<file path="config.mk">
export PLATFORM = sky130hd
export DESIGN_NAME = selftest_sequencer_flat
export DESIGN_NICKNAME = d
export VERILOG_FILES = /design/src/rtl/selftest_sequencer_if.sv /design/src/rtl/selftest_sequencer.sv /design/src/flat_wrapper.sv
export SDC_FILE = /design/constraint.sdc
export NUM_CORES = 1
export LEC_CHECK = 0
export CAP_MARGIN = 30
export CELL_PAD_IN_SITES_DETAIL_PLACEMENT = 1
export CELL_PAD_IN_SITES_GLOBAL_PLACEMENT = 1
export CORE_MARGIN = 2
export CORE_UTILIZATION = 43
export DETAILED_ROUTE_END_ITERATION = 6
export GPL_ROUTABILITY_DRIVEN = 0
export PLACE_DENSITY = 0.78
export SETUP_SLACK_MARGIN = 0.15
export SYNTH_ARGS = -nofsm -noshare
export SYNTH_HDL_FRONTEND = slang
export SYNTH_SLANG_ARGS = --single-unit
</file>
<file path="constraint.sdc">
create_clock -name i_clock -period 2.66 [get_ports i_clock]
set_clock_uncertainty 0.15 [all_clocks]
set_input_delay 0.532 -clock i_clock [delete_from_list [all_inputs] [get_ports i_clock]]
set_output_delay 0.532 -clock i_clock [all_outputs]
set_load 0.05 [all_outputs]
</file>
<file path="src/rtl/selftest_sequencer_if.sv">
// Handshake bundle between the self-test sequencer and the designs it exercises.
// The sequencer drives a one-hot enable; each design answers with a done strobe
// and a pass flag that is only meaningful while its done bit is high.
interface selftest_sequencer_if #(
    parameter int N_DESIGNS = 5
);
    logic [N_DESIGNS-1:0] o_enable;
    logic [N_DESIGNS-1:0] i_done;
    logic [N_DESIGNS-1:0] i_pass;

    modport master (
        output o_enable,
        input  i_done,
        input  i_pass
    );

    modport slave (
        input  o_enable,
        output i_done,
        output i_pass
    );
endinterface

</file>
<file path="src/rtl/selftest_sequencer.sv">
// Self-test sequencer: on a rising edge of the pad test request it enables each
// sub-design in turn, records its pass bit (or a timeout), and keeps a sticky
// fail flag. Dropping the request mid-sequence aborts back to idle.
module selftest_sequencer #(
    parameter int N_DESIGNS = 5,
    parameter int TIMEOUT   = 1024
) (
    input  logic                 i_clock,
    input  logic                 i_reset_n,
    input  logic                 i_test,
    selftest_sequencer_if.master io_bus,
    output logic [N_DESIGNS-1:0] o_result,
    output logic                 o_busy,
    output logic                 o_fail
);

    localparam int               IDX_W    = (N_DESIGNS > 1) ? $clog2(N_DESIGNS) : 1;
    localparam logic [15:0]      CNT_LAST = 16'(TIMEOUT - 1);
    localparam logic [IDX_W-1:0] IDX_LAST = IDX_W'(N_DESIGNS - 1);

    typedef enum logic [1:0] {
        S_IDLE,
        S_RUN,
        S_NEXT,
        S_DONE
    } state_t;

    state_t                 r_state;
    logic [IDX_W-1:0]       r_idx;
    logic [15:0]            r_cnt;
    logic [N_DESIGNS-1:0]   r_enable;
    logic [N_DESIGNS-1:0]   r_result;
    logic                   r_busy;
    logic                   r_fail;

    logic                   r_sync1;
    logic                   r_sync2;
    logic                   r_sync2_d;

    logic                   w_rise;
    logic [IDX_W-1:0]       w_idx_inc;
    logic [N_DESIGNS-1:0]   w_onehot_next;
    logic                   w_done_cur;
    logic                   w_pass_cur;

    // Only the strobe of the currently enabled design matters; the rest are ignored.
    assign w_rise        = r_sync2 & ~r_sync2_d;
    assign w_idx_inc     = r_idx + IDX_W'(1);
    assign w_onehot_next = N_DESIGNS'(1) << w_idx_inc;
    assign w_done_cur    = io_bus.i_done[r_idx];
    assign w_pass_cur    = io_bus.i_pass[r_idx];

    assign io_bus.o_enable = r_enable;
    assign o_result        = r_result;
    assign o_busy          = r_busy;
    assign o_fail          = r_fail;

    // Bring the asynchronous pad request into the clock domain and keep a delayed copy for edge detection.
    always_ff @(posedge i_clock or negedge i_reset_n) begin
        if (!i_reset_n) begin
            r_sync1   <= 1'b0;
            r_sync2   <= 1'b0;
            r_sync2_d <= 1'b0;
        end else begin
            r_sync1   <= i_test;
            r_sync2   <= r_sync1;
            r_sync2_d <= r_sync2;
        end
    end

    // Sequencing FSM: walk through the designs, record results, handle timeout and abort.
    always_ff @(posedge i_clock or negedge i_reset_n) begin
        if (!i_reset_n) begin
            r_state  <= S_IDLE;
            r_idx    <= '0;
            r_cnt    <= '0;
            r_enable <= '0;
            r_result <= '0;
            r_busy   <= 1'b0;
            r_fail   <= 1'b0;
        end else begin
            case (r_state)
                S_IDLE, S_DONE: begin
                    if (w_rise) begin
                        r_result <= '0;
                        r_fail   <= 1'b0;
                        r_idx    <= '0;
                        r_cnt    <= '0;
                        r_enable <= N_DESIGNS'(1);
                        r_busy   <= 1'b1;
                        r_state  <= S_RUN;
                    end
                end

                S_RUN: begin
                    if (!r_sync2) begin
                        r_enable <= '0;
                        r_busy   <= 1'b0;
                        r_state  <= S_IDLE;
                    end else if (w_done_cur) begin
                        r_result[r_idx] <= w_pass_cur;
                        if (!w_pass_cur) begin
                            r_fail <= 1'b1;
                        end
                        r_enable <= '0;
                        r_state  <= S_NEXT;
                    end else if (r_cnt == CNT_LAST) begin
                        r_result[r_idx] <= 1'b0;
                        r_fail          <= 1'b1;
                        r_enable        <= '0;
                        r_state         <= S_NEXT;
                    end else begin
                        r_cnt <= r_cnt + 16'd1;
                    end
                end

                S_NEXT: begin
                    if (!r_sync2) begin
                        r_enable <= '0;
                        r_busy   <= 1'b0;
                        r_state  <= S_IDLE;
                    end else if (r_idx == IDX_LAST) begin
                        r_busy  <= 1'b0;
                        r_state <= S_DONE;
                    end else begin
                        r_idx    <= w_idx_inc;
                        r_cnt    <= '0;
                        r_enable <= w_onehot_next;
                        r_state  <= S_RUN;
                    end
                end

                default: begin
                    r_state <= S_IDLE;
                end
            endcase
        end
    end

endmodule

</file>
<file path="src/flat_wrapper.sv">
// flat-port wrapper written by rule: the top's interface ports become plain ports
module selftest_sequencer_flat 
#(
    parameter int N_DESIGNS = 5,
    parameter int TIMEOUT   = 1024
)
  (i_clock, i_reset_n, i_test, o_result, o_busy, o_fail, io_bus_o_enable, io_bus_i_done, io_bus_i_pass);
  selftest_sequencer_if #(.N_DESIGNS(N_DESIGNS)) io_bus_i ();
  input  logic i_clock;
  input  logic i_reset_n;
  input  logic i_test;
  output logic [N_DESIGNS-1:0] o_result;
  output logic o_busy;
  output logic o_fail;
  output wire logic [$bits(io_bus_i.o_enable)-1:0] io_bus_o_enable;
  input wire logic [$bits(io_bus_i.i_done)-1:0] io_bus_i_done;
  input wire logic [$bits(io_bus_i.i_pass)-1:0] io_bus_i_pass;
  assign io_bus_o_enable = io_bus_i.o_enable;
  assign io_bus_i.i_done = io_bus_i_done;
  assign io_bus_i.i_pass = io_bus_i_pass;
  selftest_sequencer #(.N_DESIGNS(N_DESIGNS), .TIMEOUT(TIMEOUT)) u_core (.i_clock(i_clock), .i_reset_n(i_reset_n), .i_test(i_test), .io_bus(io_bus_i), .o_result(o_result), .o_busy(o_busy), .o_fail(o_fail));
endmodule
</file>
## Yosys cells after proc, flatten, opt, wreduce, memory -nomap -nowiden

Cells that the tools add are included.
W data, S select, Z words.

- Div/mod/pow operators: 0
- Bitwise operators: 4
- Shift operators: 1
- Multipliers: 0
- $add $sub $neg: 2
- Muxes and demuxes: 48
- Order comparisons: 2
- Reductions and logical operators: 12
- Eq/ne operators: 17

Operator list:

| cell | number |
|---|---|
| $mux W16 | 6 |
| $mux W5 | 10 |
| $pmux W16 S3 | 1 |
| $add A16 B1 Y16 const B | 1 |
| $eq A16 B10 Y1 const B | 1 |
| $pmux W5 S3 | 1 |
| $mux W1 | 12 |
| $mux W2 | 6 |
| $pmux W5 S2 | 1 |
| $mux W3 | 3 |
| $ne A3 B3 Y1 const B | 3 |
| $ne A2 B2 Y1 const B | 4 |
| $reduce_and A4 Y1 | 2 |
| $bmux W1 S3 | 2 |
| $ne A2 B1 Y1 const B | 3 |
| $pmux W2 S3 | 1 |
| $pmux W3 S2 | 1 |
| $reduce_and A3 Y1 | 2 |
| $reduce_and A6 Y1 | 1 |
| $and A5 B5 Y5 | 1 |
| $bwmux W5 | 1 |
| $not A5 Y5 | 1 |
| $reduce_and A5 Y1 | 1 |
| $shl A1 B3 Y5 const A | 1 |
| other kinds (18) | 20 |

- ROM bits: 0
- Output and inout port bits: 12
- Input port bits: 13
- Bits in writable memories: 0
- Word-level logic and storage cells: 96
- Register bits after elaboration: 36
- Memories: 0
- Latch bits: 0

## Logic depth before layout (Yosys ltp)

- Depth in word-level cells: 10
- Mapped depth: 9
- Gate-level depth less buffers: 7

## Least setup slack after synthesis

OpenSTA, ideal clock, no wires.

- Path type: flip-flop to flip-flop
- From: register u_core.r_cnt[13]
- To: register u_core.r_enable[0], in the netlist u_core.io_bus.o_enable[0]
- Slack: 0.313 ns
- Arrival time: 2.072 ns
- Path buffers: 0
- Setup time: 0.125 ns
- Clock period less this slack: 2.347 ns
- Cell stages (with the launch flop): 6
- Required time: 2.385 ns
- Cell sequence: dfrtp_1 or4_4 or4_4 o211ai_4 o21bai_4 mux2_4

- Longest elaborated chain between the ends: 3

Ends and longest elaborated chain:

| item | line | source |
|---|---|---|
| start: declaration | selftest_sequencer.sv:30 | `logic [15:0] r_cnt;` |
| start signal: assignment | selftest_sequencer.sv:113 | `r_cnt <= r_cnt + 16'd1;` |
| $eq A16 B10 Y1 | selftest_sequencer.sv:107 | `end else if (r_cnt == CNT_LAST) begin` |
| $ne A4 B4 Y1 (no source line) | - |  |
| $reduce_and A3 Y1 (no source line) | - |  |
| end signal: assignment | selftest_sequencer.sv:128 | `r_enable <= w_onehot_next;` |
| end: declaration | selftest_sequencer.sv:31 | `logic [N_DESIGNS-1:0] r_enable;` |

No other way between the ends.
A chain may end at the register's enable or synchronous reset.

## Worst setup path in the final report

- From: register u_core.r_cnt[13]
- To: register u_core.r_enable[4], in the netlist u_core.io_bus.o_enable[4]

Same word-level chain as after synthesis.

==> out/results.ini <==
[outcome]
status=finished, final reports clean

[place]
hpwlAfterDp_um=4540
portBuffers=24
placedCellCount=345
pre_cts_ws_ns=0.0313

[synthesis]
ys_warn_count=0
synth_area_per_cell_um2=9.26
syn_nets=273
synth-main-ff-cell=dfrtp_1
netlist_area_um2=2320
ys_types=54
ys_seq_area_share_pct=38.9
synthCells=250
ys_ff_latch=36
synthArstFlopShare_pct=100
synth_edf_count=0

[global_route]
busiest_layer=met2
grtUsageMet2_pct=37.2
grt_antenna_before_repair=0
track_usage_pct=23.0
met3_usage_pct=3.37
grt_remaining_overflow=0
grt_pass1_vias=2276
grt_max_degree=37
grt_pass1_wl_um=11000
use_met1_pct=31.9

[timing]
finalWorstSetupSlack_ns=0.257
fin_crit_ns=2.40
tightest_slew_ns=0.839
max_freq_mhz=416
maxSlewHeadroom_pct=44.0
fin_tns_setup_ns=0
setup_viol=0
slew_violations=0
rsz0062_at_grt=no
hold_viol=0
hold_slack_ns=0.188
fin_crit_sh_pct=90.3

[clocking]
cts_tree=yes
cts-buffers-inserted=5
path_clk_slew_ns=0.07
cts_max_level=2
cts.path.max_buffers=2
cts_hold_buf=0
insertion_delay_ns=0.29
cts-root-buf=clkbuf_8
cts.sinks=36

[layout]
n_fill_cell=625
layout.nets=308
layout-drive-gt1-share_pct=17.2
final_cells=355
diodes=0
synthToLayoutAreaGrowth_pct=22.5
register_area_um2=902
multiInputGateArea_um2=1330

[die]
die_y_um=77.4
initial_core_util_pct=45.1
dieArea_um2=5990
core_um2=5140
ios=25
rows=26
die_w_um=77.4

[flow_run]
drv_cap=0

[pwr]
peakVddDrop_mv=0.544
fin_total_pwr_mw=2.63
leakage_nw=1.20
power_density_nw_per_um2=929

[setup_path]
end_kind=flip-flop
startpoint_type=flip-flop
critPathKind=flip-flop to flip-flop
crit_path_max_fanout=5
arrival_ns=2.43
worst_ep_required_time_ns=2.69

[route]
dr_total_vias=2144
wirelength_um=6450
vias_per_cell=6.04
dr.first_iter.drc_count=148
drc_errors=0
drtAntennaViolNets=0
dr.pass1.iters=4
wl_per_cell_um=18.2

[hold_path]
hold_path_class=primary input to asynchronous set/reset pin

[state kept, by name (all words and copies together), names as in the netlist]
| register | flops |
|---|---|
| u_core.r_sync1 | 1 |
| u_core.o_fail | 1 |
| u_core.io_bus.o_enable | 5 |
| u_core.o_result | 5 |
| u_core.r_cnt | 16 |
| u_core.r_sync2 | 1 |
| u_core.r_sync2_d | 1 |
| u_core.r_idx | 3 |
| u_core.r_state | 2 |
| u_core.o_busy | 1 |
[stage by stage]
| stage | utilization (%) | cell area [um2] |
|---|---|---|
| after floorplan | - | 2320 |
| after global placement | 52.6 | 2700 |
| after detailed placement | 52.6 | 2700 |
| after CTS | 54.6 | 2810 |
| after global routing | 55.2 | 2840 |
| final | 55.2 | 2840 |
[per-layer routing]
| metal | vias to the layer above | part of all wire, % |
|---|---|---|
| met5 | - | 0 |
| met4 | 0 | 1.6 |
| met3 | 9 | 3.2 |
| met2 | 39 | 48 |
| met1 | 1083 | 47 |
| li1 | 1013 | - |
[cells in the final DEF, fill, tap and decap left out, drive strengths merged, types with 2 or more instances in the layout]
master         instances
nor3                   7
a31oi                  3
nand3                 14
a21oi                  6
o32ai                  3
a22o                   4
o221ai                 2
nand4b                 3
or2                    2
o211ai                 9
mux2                   2
nor4                   2
o21ai                 14
a311oi                 2
buf                   20
clkdlybuf4s50         23
ha                    10
a21boi                 2
or4                    5
o21bai                 2
o311ai                 4
and4                   2
nand2                 31
dfrtp                 36
nor2                  12
and3                   8
a41oi                  3
inv                    9
or3                    4
clkbuf                 7
mux2i                  4
nand2b                 5
nor2b                  2
a211oi                 4
nand4                  7
[synthesized netlist by cell type (2+ instances only)]
cell	n	area, um2
dfrtp_1	36	901
nand2_1	31	116
nand3_1	14	70.1
o21ai_0	13	65.1
nor2_1	12	45.0
clkbuf_1	10	37.5
ha_1	10	125
inv_1	9	33.8
o211ai_1	8	60.1
nor3_1	7	35.0
a21oi_1	6	30.0
and3_1	6	37.5
nand4_1	6	37.5
nand2b_1	5	31.3
a211oi_1	4	30.0
a22o_2	4	40.0
buf_2	4	20.0
mux2i_1	4	40.0
o311ai_0	4	35.0
or3_1	4	25.0
a31oi_1	3	18.8
a41oi_1	3	26.3
nand4b_1	3	26.3
o32ai_1	3	26.3
or4_1	3	22.5
a21boi_0	2	15.0
a311oi_1	2	17.5
and3_2	2	15.0
and4_1	2	17.5
mux2_4	2	30.0
nor2b_1	2	12.5
nor4_1	2	12.5
or2_2	2	12.5
or4_4	2	22.5
[power by group]
| part | switching, mW | leakage, nW | internal [mW] | total, mW |
|---|---|---|---|---|
| sequential | 0.160 | 0.481 | 0.673 | 0.834 |
| clock | 0.203 | 0.0503 | 0.231 | 0.434 |
| combinational | 0.817 | 0.670 | 0.550 | 1.37 |
[critical path, cell delays in order (launching register included)]
cell	delay, ns
dfrtp_1	0.39
or4_4	0.53
or4_4	0.48
o211ai_4	0.30
o21bai_4	0.14
mux2_4	0.30
[timing repair]
| item | CTS | global route |
|---|---|---|
| endpoints found under the setup margin | 2 | 8 |
| setup buffers | 0 | 3 |
| resized for setup | 1 | 2 |
| pin swaps | 0 | 3 |
[worst paths after layout]
check / start / endpoint / slack [ns] / depth (start not counted)
worst max-delay path: u_core.r_cnt[13] / u_core.io_bus.o_enable[4] / 0.26 / 5
worst min-delay path: i_reset_n / u_core.o_result[1] / 0.19 / 1
worst max register to register: u_core.r_cnt[13] / u_core.io_bus.o_enable[4] / 0.26 / 5
worst min register to register: u_core.r_sync1 / u_core.r_sync2 / 0.22 / 0
max in group asynchronous: i_reset_n / u_core.r_idx[0] / 1.59 / 1
min in group i_clock: u_core.r_sync1 / u_core.r_sync2 / 0.22 / 0
[cell families after synthesis]
kind of cell / Yosys count / synth area share, %
AOI/OAI and AO/OA: 67 / 22.9
xor gates and xnor gates: 1 / 0.378
adders and majority gates: 10 / 5.40
buffers and inverters: 24 / 4.43
DFF: 36 / 38.9
muxes: 6 / 3.03
and+or+nand+nor: 106 / 25.0
[area by class of cell]
cell class	instances	area share, %
well taps	70	3.09
clock buffers	7	3.40
inverters	9	1.19
flip-flops and latches	36	31.8
repair buffers	43	13.8
multi-input cells	190	46.8
Power figures use the tool's default switching activity.
